--- src/rtl/stg_2_id_pkg.sv ---
// Shared definitions for the decode stage: widths, opcode enum, decoded bundle and
// register-usage helpers. The optional ID_BYPASS_EN macro is consumed by the register file.
package stg_2_id_pkg;

  localparam int INSTR_W      = 16;
  localparam int INSTR_ADDR_W = 10;
  localparam int DATA_W       = 16;
  localparam int NUM_REGS     = 16;
  localparam int REG_ADDR_W   = 4;

  typedef enum logic [3:0] {
    OP_NOP   = 4'd0,
    OP_ADD   = 4'd1,
    OP_SUB   = 4'd2,
    OP_AND   = 4'd3,
    OP_OR    = 4'd4,
    OP_ADDI  = 4'd5,
    OP_LOAD  = 4'd6,
    OP_STORE = 4'd7,
    OP_BEQ   = 4'd8
  } opcode_e;

  typedef struct packed {
    logic                    valid;
    opcode_e                 op;
    logic [REG_ADDR_W-1:0]   rd;
    logic [DATA_W-1:0]       a;
    logic [DATA_W-1:0]       b;
    logic [DATA_W-1:0]       imm;
    logic [INSTR_ADDR_W-1:0] pc;
  } bundle_t;

  function automatic logic op_known(input logic [3:0] op);
    return op <= OP_BEQ;
  endfunction

  function automatic logic uses_rs1(input logic [3:0] op);
    return op_known(op) && (op != OP_NOP);
  endfunction

  function automatic logic uses_rs2(input logic [3:0] op);
    case (op)
      OP_ADD, OP_SUB, OP_AND, OP_OR, OP_STORE, OP_BEQ: return 1'b1;
      default:                                         return 1'b0;
    endcase
  endfunction

  function automatic logic writes_rd(input logic [3:0] op);
    case (op)
      OP_ADD, OP_SUB, OP_AND, OP_OR, OP_ADDI, OP_LOAD: return 1'b1;
      default:                                         return 1'b0;
    endcase
  endfunction

endpackage

--- src/rtl/stg_2_id_register_file.sv ---
// 16-entry, two async read / one sync write register file with r0 hardwired to zero.
// With ID_BYPASS_EN defined, a same-cycle write is forwarded to matching reads.
module stg_2_id_register_file
  import stg_2_id_pkg::*;
(
  input  logic                  sys_clock,
  input  logic                  reset,
  input  logic                  wr_en,
  input  logic [REG_ADDR_W-1:0] wr_addr,
  input  logic [DATA_W-1:0]     wr_data,
  input  logic [REG_ADDR_W-1:0] rd_addr_a,
  output logic [DATA_W-1:0]     rd_data_a,
  input  logic [REG_ADDR_W-1:0] rd_addr_b,
  output logic [DATA_W-1:0]     rd_data_b
);

  logic [DATA_W-1:0] regs [NUM_REGS];

  // NOTE: the array is cleared by reset, so it maps to flops rather than a RAM macro;
  // that is intended, since software relies on every register reading zero after reset.
  always_ff @(posedge sys_clock) begin
    if (reset) begin
      for (int i = 0; i < NUM_REGS; i++) regs[i] <= '0;
    end else if (wr_en && (wr_addr != '0)) begin
      regs[wr_addr] <= wr_data;
    end
  end

  function automatic logic [DATA_W-1:0] read_port(input logic [REG_ADDR_W-1:0] addr);
    if (addr == '0) return '0;
`ifdef ID_BYPASS_EN
    if (wr_en && (wr_addr == addr)) return wr_data;
`endif
    return regs[addr];
  endfunction

  assign rd_data_a = read_port(rd_addr_a);
  assign rd_data_b = read_port(rd_addr_b);

endmodule

--- src/rtl/stg_2_id.sv ---
// Instruction decode stage: field split, operand read, load-use stall and EX bundle register.
// Same-cycle writeback forwarding is enabled by defining ID_BYPASS_EN.
module stg_2_id
  import stg_2_id_pkg::*;
(
  input  logic                    sys_clock,
  input  logic                    reset,
  input  logic [INSTR_W-1:0]      r_id_instr,
  input  logic [INSTR_ADDR_W-1:0] r_id_pc,
  input  logic                    ex_flush,
  input  logic                    wb_en,
  input  logic [REG_ADDR_W-1:0]   wb_addr,
  input  logic [DATA_W-1:0]       wb_data,
  output logic                    id_stall,
  output logic                    r_ex_valid,
  output logic [3:0]              r_ex_op,
  output logic [REG_ADDR_W-1:0]   r_ex_rd,
  output logic [DATA_W-1:0]       r_ex_a,
  output logic [DATA_W-1:0]       r_ex_b,
  output logic [DATA_W-1:0]       r_ex_imm,
  output logic [INSTR_ADDR_W-1:0] r_ex_pc
);

  logic [3:0]            op;
  logic [REG_ADDR_W-1:0] rd, rs1, rs2;
  logic [DATA_W-1:0]     rs1_val, rs2_val;
  logic                  load_use;
  bundle_t               r_ex, next_ex;

  assign op  = r_id_instr[15:12];
  assign rd  = r_id_instr[11:8];
  assign rs1 = r_id_instr[7:4];
  assign rs2 = r_id_instr[3:0];

  stg_2_id_register_file u_register_file (
    .sys_clock (sys_clock),
    .reset     (reset),
    .wr_en     (wb_en),
    .wr_addr   (wb_addr),
    .wr_data   (wb_data),
    .rd_addr_a (rs1),
    .rd_data_a (rs1_val),
    .rd_addr_b (rs2),
    .rd_data_b (rs2_val)
  );

  // A load in EX has no data until MEM, so any consumer right behind it must wait one slot.
  assign load_use = r_ex.valid && (r_ex.op == OP_LOAD) && (r_ex.rd != '0) &&
                    ((uses_rs1(op) && (rs1 == r_ex.rd)) ||
                     (uses_rs2(op) && (rs2 == r_ex.rd)));

  // NOTE: every output of this block is defaulted first so no path leaves a value
  // unassigned, which would otherwise infer a latch.
  always_comb begin
    next_ex  = '0;
    id_stall = load_use && !ex_flush;
    if (!ex_flush && !load_use) begin
      next_ex.valid = op_known(op) && (op != OP_NOP);
      next_ex.op    = op_known(op) ? opcode_e'(op) : OP_NOP;
      next_ex.rd    = rd;
      next_ex.a     = rs1_val;
      next_ex.b     = rs2_val;
      next_ex.imm   = {{(DATA_W-4){r_id_instr[3]}}, r_id_instr[3:0]};
      next_ex.pc    = r_id_pc;
    end
  end

  // NOTE: state is updated with non-blocking assignments so every flop samples
  // pre-edge values regardless of process ordering.
  always_ff @(posedge sys_clock) begin
    if (reset) r_ex <= '0;
    else       r_ex <= next_ex;
  end

  assign r_ex_valid = r_ex.valid;
  assign r_ex_op    = r_ex.op;
  assign r_ex_rd    = r_ex.rd;
  assign r_ex_a     = r_ex.a;
  assign r_ex_b     = r_ex.b;
  assign r_ex_imm   = r_ex.imm;
  assign r_ex_pc    = r_ex.pc;

endmodule

--- config.mk ---
export PLATFORM = sky130hd
export DESIGN_NAME = stg_2_id
export DESIGN_NICKNAME = d
export VERILOG_FILES = /design/src/rtl/stg_2_id_pkg.sv /design/src/rtl/stg_2_id_register_file.sv /design/src/rtl/stg_2_id.sv
export SDC_FILE = /design/constraint.sdc
export NUM_CORES = 1
export LEC_CHECK = 0
export BUFFER_PORTS_ARGS = -buffer_cell sky130_fd_sc_hd__buf_4
export CORE_AREA = 2 2 170 172
export DETAILED_ROUTE_END_ITERATION = 12
export DIE_AREA = 0 0 172 174
export PLACE_DENSITY = 0.73
export SLEW_MARGIN = 0
export SYNTH_ARGS = -nofsm -noshare
export SYNTH_HDL_FRONTEND = slang
export SYNTH_SLANG_ARGS = --single-unit
--- constraint.sdc ---
create_clock -name sys_clock -period 2.66 [get_ports sys_clock]
set_input_delay 0.399 -clock sys_clock [delete_from_list [all_inputs] [get_ports sys_clock]]
set_output_delay 0.399 -clock sys_clock [all_outputs]
set_load 0.05 [all_outputs]
==> results.sh, run 1 <==
export IMPL_slew_limit_headroom_pct=56.5
export IMPL_antenna_found_initial=0
export IMPL_synth_area_leaders="edfxtp_1 (51%), mux4_2 (19%), and2_1 (10%)"
export IMPL_synth_top_cell_area_share_pct=50.6
export IMPL_drive_gt1_share_pct=33.8
export IMPL_cp_max_fo=4
export IMPL_fin_util_pct=63.2
export IMPL_cts_buffers=34
export IMPL_violations="negative setup slack"
export IMPL_place_congestion=0.867
export IMPL_arrival_ps=2490
export IMPL_rows=62
export IMPL_design_core_area_um2=28200
export IMPL_cts_tree="yes"
export IMPL_reg2regPathDepth=10
export IMPL_dr_pass1_iters=5
export IMPL_portBuffers=117
export IMPL_postLayoutSetupSlackWorst_ps=-229
export IMPL_drt_iter0_drc=1102
export IMPL_cp_slowest_stage_delay_ps=400
export IMPL_synth_seq_area_share_pct=57.9
export IMPL_cp_slowest_cell="a2111oi_4"
export IMPL_place_area_um2=16600
export IMPL_vdd_drop_max_v=0.000472
export IMPL_synth_edff_count=256
export IMPL_grt_first_pass_wirelength_mm=62.1
export IMPL_setup_viol_count_final=1
export IMPL_rsz0062_at_grt="true"
export IMPL_num_io_pins=118
export IMPL_hpwl_mm=26.0
export IMPL_ctsLongestPathBuffers=3
export IMPL_cts_hold_buf=0
export IMPL_gr_total_overflow=0
export IMPL_synth_distinct_cells=35
export IMPL_grt_start_max_net_pins=66
export IMPL_startpoint_type="flip-flop"
export IMPL_skew_ps=16.7
export IMPL_placedCellCount=1463
export IMPL_cp_required_ps=2260
export IMPL_totalWireLength_mm=42.0
export IMPL_initial_utilization_pct=53.8
export IMPL_cts_sinks=311
export IMPL_first_global_vias=9913
export IMPL_synthArstFlopShare_pct=0
export IMPL_yosys_register_bits=311
export IMPL_post_drt_via_cell_ratio=6.22
export IMPL_hold_class="primary input to flip-flop"
export IMPL_max_cap_violations=0
export IMPL_worstHoldPathCells=2
export IMPL_num_vias=9501
export IMPL_synth_avg_cell_area_um2=15.2
export IMPL_instances_no_fill=1528
export IMPL_min_period_ps=2890
export IMPL_worstSkewPairLatency_ps=520
export IMPL_netlist_area_um2=15200
export IMPL_clk_pin_slew_ps=60
export IMPL_rrSetupSlack_ps=280
export IMPL_clockRootBuffer="clkbuf_16"
export IMPL_die_w_um=172
export IMPL_antenna_left=0
export IMPL_endpoint_kind="output pin"
export IMPL_crit_type="flip-flop to output pin"
export IMPL_die_area_um2=29900
export IMPL_powerDensity_nw_per_um2=674
export IMPL_synth_flop_cell="edfxtp_1"
export IMPL_path_common_cell="buf_4"
export IMPL_tightest_slew_ps=652
export IMPL_final_area_um2=17800
export IMPL_drv_slew=0
export IMPL_ctsHtreeMaxLevel=2
export IMPL_wl_per_cell_um=27.5
export IMPL_drc=0
export IMPL_path_cells="xor2_1, nor4_1, buf_4, o31ai_2, a2111oi_4, buf_4, nor2b_4, buf_6"
export IMPL_ys_warn_count=0
export IMPL_globalRouteTotalUtil_pct=28.9
export IMPL_synthCells=998
export IMPL_status="complete, but fails checks"
export IMPL_fin_nets=1168
export IMPL_finalCritPeriodShare_pct=109
export IMPL_syn_to_final_growth_pct=17.5
export IMPL_synth_area_leader_cell="edfxtp_1"
export IMPL_fmax_mhz=346
export IMPL_diodes=0
export IMPL_hold_violations=0
export IMPL_die_h_um=174
export IMPL_p_leak_nw=6.48
==> per-layer routing <==
| metal | up-vias | GRT usage, % | wire, um |
|---|---|---|---|
| met4 | 0 | 11.2 | 1710 |
| met1 | 4799 | 38.1 | 15800 |
| met2 | 557 | 47.5 | 20500 |
| li1 | 4049 | - | - |
| met5 | - | 0 | 0 |
| met3 | 96 | 5.99 | 4010 |
==> Yosys cell counts (4+ instances only) <==
cell and number:
edfxtp_1 256, and2_1 243, mux4_2 128, clkbuf_1 60
dfxtp_1 55, nor2_1 28, a22o_1 27, nor3b_1 24
a221oi_1 21, nor4_1 21, buf_4 18, buf_2 16
or2_2 16, nand2_1 10, mux2_2 8, mux2i_1 8
nor3_1 8, o211ai_1 8, xor2_1 8, nor2b_1 7
buf_1 5, nand2b_1 4
==> layout make-up <==
cell class / count / area, um^2
clock buffers: 52 / 1070
clock inverters: 10 / 108
fillers: 2099 / 10400
inverters: 1 / 3.75
multi-input cells: 600 / 6010
flip-flops and latches: 311 / 8790
well taps: 384 / 480
repair buffers: 170 / 1370
==> stage by stage <==
step	hold slack, ps	setup slack, ps	TNS, ps	power, W
2_1_floorplan	478	50.6	0	0.00667
3_3_place_gp	608	18.6	0	0.00715
3_5_place_dp	615	-21.0	-21.0	0.00719
4_1_cts	85.7	-203	-203	0.0120
5_1_grt	105	-294	-294	0.0123
6_report	97.9	-229	-229	0.0120
==> report_power, final <==
group / internal [W] / switching (W)
combinational: 0.000614 / 0.000803
clock: 0.00298 / 0.00192
sequential: 0.00555 / 0.000148
==> state kept, by name, summed over array words and instances (netlist names) <==
name                  count
r_ex_op                   4
r_ex_a                   16
r_ex_valid                1
r_ex_imm                  4
r_ex_rd                   4
r_ex_pc                  10
u_register_file.regs    256
r_ex_b                   16
==> cell usage in the layout, fill, tap and decap left out, types with 2 or more instances in the layout <==
cell       instances
mux2_2             8
or2_2             16
xor2_1             7
and2_1           243
clkbuf_1           8
conb_1            16
nor2_1            28
clkbuf_8           4
a21oi_1            2
nand4b_1           2
mux4_2           128
clkinv_2           5
o211ai_1           8
edfxtp_1         256
dfxtp_2            2
nor4_2             2
buf_6              2
buf_4            161
nor3_1             7
clkbuf_16         39
bufinv_16          2
a221oi_1          21
nand2b_1           4
nor3b_1           24
buf_12             7
o21ai_0            3
nor4_1            19
mux2i_1            8
nor2b_1            6
nand2_1           10
a22o_1            27
dfxtp_1           52
==> cell families (layout without fill, tap and decap cells) <==
family                    count (synthesis)  count (layout)  share of synthesized area [%]
AOI/OAI and AO/OA                        64              64                           3.53
xor gates and xnor gates                  9               9                          0.519
buffers and inverters                   102             233                           3.20
DFF                                     311             311                           57.9
muxes                                   144             144                           20.1
other                                     1              16                         0.0247
and+or+nand+nor                         367             367                           14.7
==> final timing paths <==
check / startpoint / to
worst max-delay path: r_ex_rd[2] / id_stall
worst min-delay path: r_id_instr[15] / r_ex_op[1]
worst max register to register: r_ex_rd[2] / r_ex_a[10]
worst min register to register: u_register_file.regs[6][3] / r_ex_a[3]
==> critical path: cells and delay by family, from the launching register on <==
| family | cells | cell delay [ps] |
|---|---|---|
| flops | 1 | 360 |
| xor+xnor | 1 | 150 |
| buf+inv | 3 | 550 |
| simple gates | 2 | 440 |
| compound gates | 2 | 480 |
==> what timing repair did <==
item | in CTS | in global routing
buffers inserted | 3 | 0
cloned | 0 | 0
pin swaps | 4 | 2
setup endpoints to repair | 1 | 1
resized for setup | 7 | 1
Note: power is estimated with default switching activity, not from simulation.
==> run 2: changes to the inputs <==
==> constraint.sdc (replaced) <==
create_clock -name sys_clock -period 3.59 [get_ports sys_clock]
set_input_delay 0.5385 -clock sys_clock [delete_from_list [all_inputs] [get_ports sys_clock]]
set_output_delay 0.5385 -clock sys_clock [all_outputs]
set_load 0.05 [all_outputs]
==> run 2 against run 1 <==
Net effect:
- the run now ends clean
- sequential power shrank 26%
- worst setup slack gained 480 ps
- via count shrank 1.3%
- largest power group unchanged
- clock-buffer cell count shrank 5
- core utilization shrank 1.1 points
- flip-flop and latch count is the same
==> results.sh, run 2 (synthesized netlist as in run 1, its figures left out) <==
export IMPL_drc=0
export IMPL_p_leak_nw=6.33
export IMPL_drv_slew=0
export IMPL_cts_tree="yes"
export IMPL_cp_required_ps=3050
export IMPL_fin_nets=1149
export IMPL_wl_per_cell_um=27.1
export IMPL_ctsHtreeMaxLevel=2
export IMPL_antenna_left=0
export IMPL_cp_endpoint="id_stall"
export IMPL_grt_start_max_net_pins=66
export IMPL_status="finished clean"
export IMPL_die_area_um2=29900
export IMPL_ctsResizeCount=0
export IMPL_clockRootBuffer="clkbuf_16"
export IMPL_endpoint_kind="output pin"
export IMPL_cts_buffers=34
export IMPL_final_area_um2=17500
export IMPL_largest_register_ffs=256
export IMPL_largest_register="u_register_file.regs"
export IMPL_r2r_start="r_ex_rd[3]"
export IMPL_p_switching_w=0.00206
export IMPL_p_int_w=0.00656
export IMPL_tightest_slew_ps=990
export IMPL_cp_max_fo=4
export IMPL_total_power_w=0.00862
export IMPL_crit_type="flip-flop to output pin"
export IMPL_post_drt_via_cell_ratio=6.21
export IMPL_num_io_pins=118
export IMPL_setup_viol_count_final=0
export IMPL_clk_pin_slew_ps=60
export IMPL_finalCritPeriodShare_pct=93.0
export IMPL_num_vias=9381
export IMPL_fillers=2162
export IMPL_place_congestion=0.834
export IMPL_multiInputGateArea_um2=5990
export IMPL_portBuffers=117
export IMPL_worstSkewPairLatency_ps=510
export IMPL_globalRouteTotalUtil_pct=28.0
export IMPL_slew_limit_headroom_pct=34.0
export IMPL_min_period_ps=3340
export IMPL_rrSetupSlack_ps=960
export IMPL_hold_violations=0
export IMPL_path_cells="xor2_1, nor4_1, buf_4, o31ai_1, a2111oi_4, nor2b_1, buf_4"
export IMPL_drt_iter0_drc=952
export IMPL_path_common_cell="buf_4"
export IMPL_seq_power_share_pct=48.9
export IMPL_fmax_mhz=300
export IMPL_crit_start="r_ex_rd[3]"
export IMPL_cts_sinks=311
export IMPL_totalWireLength_mm=40.9
export IMPL_startpoint_type="flip-flop"
export IMPL_cp_slowest_stage_delay_ps=690
export IMPL_antenna_found_initial=1
export IMPL_die_h_um=174
export IMPL_grt_first_pass_wirelength_mm=60.2
export IMPL_p_comb_share_pct=11.8
export IMPL_first_global_vias=9573
export IMPL_gr_total_overflow=0
export IMPL_switching_share_pct=23.9
export IMPL_design_core_area_um2=28200
export IMPL_skew_ps=12.2
export IMPL_syn_to_final_growth_pct=15.4
export IMPL_mostFrequentLayoutCell="edfxtp_1"
export IMPL_dr_pass1_iters=5
export IMPL_reg2regPathDepth=7
export IMPL_cp_slowest_cell="a2111oi_4"
export IMPL_tns_ps=0
export IMPL_hold_class="primary input to flip-flop"
export IMPL_arrival_ps=2800
export IMPL_vdd_drop_max_v=0.000322
export IMPL_rsz0062_at_grt="false"
export IMPL_die_w_um=172
export IMPL_hpwl_mm=24.8
export IMPL_pwr_share_clk_pct=39.3
export IMPL_seqCellArea_um2=8790
export IMPL_cts_hold_buf=0
export IMPL_holdWs_ps=245
export IMPL_mostFrequentLayoutCells="edfxtp_1 (256), and2_1 (243), buf_4 (148), mux4_2 (128), dfxtp_1 (55)"
export IMPL_max_cap_violations=0
export IMPL_cts_setup_buffers=0
export IMPL_r2r_end="r_ex_a[2]"
export IMPL_ctsLongestPathBuffers=3
export IMPL_initial_utilization_pct=53.8
export IMPL_powerDensity_nw_per_um2=492
export IMPL_place_area_um2=16400
export IMPL_drive_gt1_share_pct=31.6
export IMPL_rows=62
## run 2: worst max-delay path: cells and delay by family, from the launching register on
kind,cells,cell delay (ps)
AO/OA/AOI/OAI,2,790
AND/OR/NAND/NOR,2,490
flip-flops,1,480
buffers and inverters,2,380
XOR/XNOR,1,140
## run 2: area by class of cell
| cell class | count | share of cell area (%) |
|---|---|---|
| repair buffers | 151 | 6.68 |
| diodes | 1 | 0.0143 |
| well taps | 384 | 2.74 |
| inverters | 1 | 0.0214 |
| multi-input cells | 600 | 34.2 |
| clock buffers | 47 | 5.68 |
| flip-flops and latches | 311 | 50.1 |
| clock inverters | 15 | 0.521 |
## run 2: how the worst min path moves through the flow
| stage | depth (start not counted) | endpoint | slack, ps | from |
|---|---|---|---|---|
| final | 2 | r_ex_op[1] | 240 | r_id_instr[15] |
| after global routing | 2 | r_ex_op[1] | 240 | r_id_instr[15] |
| after CTS | 2 | r_ex_op[1] | 230 | r_id_instr[15] |
| after detailed placement | 2 | r_ex_op[1] | 760 | r_id_instr[15] |
| after global placement | 2 | r_ex_op[1] | 750 | r_id_instr[15] |
| after floorplan | 1 | r_ex_op[1] | 620 | r_id_instr[15] |
## run 2: stage by stage
stage / cells / worst slack [ps] / utilization [%]
6_report: 1510 / 252 / 62.1
3_5_place_dp: 1447 / 539 / 58.2
4_1_cts: 1509 / 315 / 62.1
5_1_grt: 1509 / 111 / 62.1
2_1_floorplan: 1013 / 338 / -
3_3_place_gp: 1447 / 574 / 58.2
## run 2: metal layers
metal | vias to the layer above | track usage [%] | wire length [um]
li1 | 4013 | - | -
met1 | 4716 | 37.6 | 15100
met2 | 571 | 45.3 | 20000
met3 | 81 | 6.10 | 4440
met4 | 0 | 10.3 | 1410
met5 | - | 0 | 0
## run 2: power by group through the flow
| stage | Combinational [W] | Clock [W] | Sequential [W] |
|---|---|---|---|
| 5_1_grt | 0.00107 | 0.00355 | 0.00423 |
| 6_report | 0.00102 | 0.00339 | 0.00421 |
| 4_1_cts | 0.00102 | 0.00341 | 0.00421 |
| 2_1_floorplan | 0.000588 | 0 | 0.00435 |
| 3_5_place_dp | 0.00102 | 0 | 0.00428 |
| 3_3_place_gp | 0.00101 | 0 | 0.00427 |
==> run 3: changes to the inputs <==
--- a/config.mk
+++ b/config.mk
@@ -10,6 +10,7 @@
 export DETAILED_ROUTE_END_ITERATION = 12
 export DIE_AREA = 0 0 172 174
 export PLACE_DENSITY = 0.73
+export REMOVE_ABC_BUFFERS = 1
 export SLEW_MARGIN = 0
 export SYNTH_ARGS = -nofsm -noshare
 export SYNTH_HDL_FRONTEND = slang
==> run 3 against run 2 <==
Net effect:
- die area unchanged
- core utilization up 0.093 points
- global-route usage shrank 0.85 points
- fmax grew 13%
- register-to-register slack improved by 210 ps
- clock skew rose by 2.3 ps
- largest power group unchanged
- routed wire length fell by 2.6%
- non-clock buffer count decreased by 4
==> results.sh, run 3 (synthesized netlist as in run 1, its figures left out) <==
export IMPL_drt_iter0_drc=908
export IMPL_max_cap_violations=0
export IMPL_rows=62
export IMPL_powerDensity_nw_per_um2=500
export IMPL_clk_pin_slew_ps=50
export IMPL_fin_nets=1145
export IMPL_mostFrequentLayoutCell="edfxtp_1"
export IMPL_design_core_area_um2=28200
export IMPL_grt_start_max_net_pins=66
export IMPL_cts_buffers=34
export IMPL_die_w_um=172
export IMPL_num_vias=9314
export IMPL_initial_utilization_pct=53.8
export IMPL_rsz0062_at_grt="false"
export IMPL_totalWireLength_mm=39.8
export IMPL_tightest_slew_ps=1180
export IMPL_total_power_w=0.00877
export IMPL_cts_hold_buf=0
export IMPL_diodes=0
export IMPL_reg2regPathDepth=6
export IMPL_cp_slowest_stage_delay_ps=450
export IMPL_cp_depth=6
export IMPL_die_area_um2=29900
export IMPL_finalCritPeriodShare_pct=82.2
export IMPL_drc=0
export IMPL_r2r_start="r_ex_rd[2]"
export IMPL_place_congestion=0.803
export IMPL_largest_register_ffs=256
export IMPL_fmax_mhz=339
export IMPL_cts_sinks=311
export IMPL_cts_setup_buffers=0
export IMPL_num_io_pins=118
export IMPL_placedCellCount=1443
export IMPL_endpoint_kind="output pin"
export IMPL_grt_first_pass_wirelength_mm=58.7
export IMPL_skew_ps=14.5
export IMPL_drive_gt1_share_pct=31.7
export IMPL_globalRouteTotalUtil_pct=27.2
export IMPL_crit_type="flip-flop to output pin"
export IMPL_critical_path_top_delay_family="compound AO/OA/AOI/OAI gates"
export IMPL_clockRootBuffer="clkbuf_16"
export IMPL_rrSetupSlack_ps=1170
export IMPL_syn_to_final_growth_pct=15.6
export IMPL_antenna_found_initial=1
export IMPL_hold_violations=0
export IMPL_path_buf_inv=1
export IMPL_path_cells="xor2_1, nor4_1, o31ai_1, a2111oi_4, nor2b_1, buf_4"
export IMPL_drv_slew=0
export IMPL_ctsLongestPathBuffers=3
export IMPL_mostFrequentLayoutCells="edfxtp_1 (256), and2_1 (243), buf_4 (144), mux4_2 (128), dfxtp_1 (55)"
export IMPL_ctsResizeCount=0
export IMPL_wl_per_cell_um=26.5
export IMPL_r2r_end="r_ex_a[10]"
export IMPL_setup_viol_count_final=0
export IMPL_largest_register="u_register_file.regs"
export IMPL_cp_endpoint="id_stall"
export IMPL_hold_class="primary input to flip-flop"
export IMPL_cp_max_fo=4
export IMPL_hp_start="r_id_instr[15]"
export IMPL_hpwl_mm=23.9
export IMPL_vdd_drop_max_v=0.000261
export IMPL_antenna_left=0
export IMPL_ctsHtreeMaxLevel=2
export IMPL_slew_limit_headroom_pct=21.4
export IMPL_arrival_ps=2410
export IMPL_startpoint_type="flip-flop"
export IMPL_die_h_um=174
export IMPL_portBuffers=117
export IMPL_worstSkewPairLatency_ps=510
export IMPL_first_global_vias=9465
export IMPL_gr_total_overflow=0
export IMPL_min_period_ps=2950
export IMPL_cts_tree="yes"
export IMPL_status="finished clean"
export IMPL_post_drt_via_cell_ratio=6.20
export IMPL_p_leak_nw=6.33
export IMPL_dr_pass1_iters=5
export IMPL_fillers=2068
export IMPL_crit_start="r_ex_rd[2]"
export IMPL_cp_slowest_cell="dfxtp_1"
export IMPL_holdWs_ps=247
export IMPL_cp_required_ps=3050
export IMPL_instances_no_fill=1502
==> run 3: routing by layer <==
| layer | up-vias | part of all wire (%) | global-route usage [%] |
|---|---|---|---|
| li1 | 4002 | - | - |
| met3 | 101 | 9.4 | 6.17 |
| met4 | 2 | 3.3 | 9.77 |
| met2 | 514 | 50 | 44.7 |
| met1 | 4695 | 38 | 35.6 |
| met5 | - | 0.030 | 0 |
==> run 3: worst min path at each step <==
stage / slack [ps] / to / cells past startpoint
2_1_floorplan: 620 / r_ex_op[1] / 1
6_report: 250 / r_ex_op[1] / 2
3_3_place_gp: 750 / r_ex_op[1] / 2
5_1_grt: 250 / r_ex_op[1] / 2
3_5_place_dp: 760 / r_ex_op[1] / 2
4_1_cts: 230 / r_ex_op[1] / 2
==> run 3: stage by stage <==
| step | cell area, um^2 | util (%) | setup TNS, ps | worst slack (ps) |
|---|---|---|---|---|
| 6_report | 17600 | 62.2 | 0 | 639 |
| 5_1_grt | 17600 | 62.2 | 0 | 504 |
| 4_1_cts | 17600 | 62.2 | 0 | 643 |
| 3_5_place_dp | 16400 | 58.1 | 0 | 846 |
| 3_3_place_gp | 16400 | 58.1 | 0 | 832 |
| 2_1_floorplan | 14800 | - | -57590 | -1740 |
==> run 3: area by class of cell <==
type                            count  area (um^2)  share of cell area (%)
Timing Repair Buffer              147         1140                    6.50
Clock inverter                     11          130                   0.741
Clock buffer                       48         1010                    5.75
Multi-Input combinational cell    600         6000                    34.2
Sequential cell                   311         8790                    50.1
Tap cell                          384          480                    2.74
Inverter                            1         3.75                  0.0214
==> run 3: power by group <==
part | switching (W) | leakage (nW) | internal [W] | total (W)
clock network | 0.00138 | 0.562 | 0.00217 | 0.00355
logic | 0.000567 | 2.87 | 0.000436 | 0.00100
registers | 0.000103 | 2.90 | 0.00411 | 0.00422
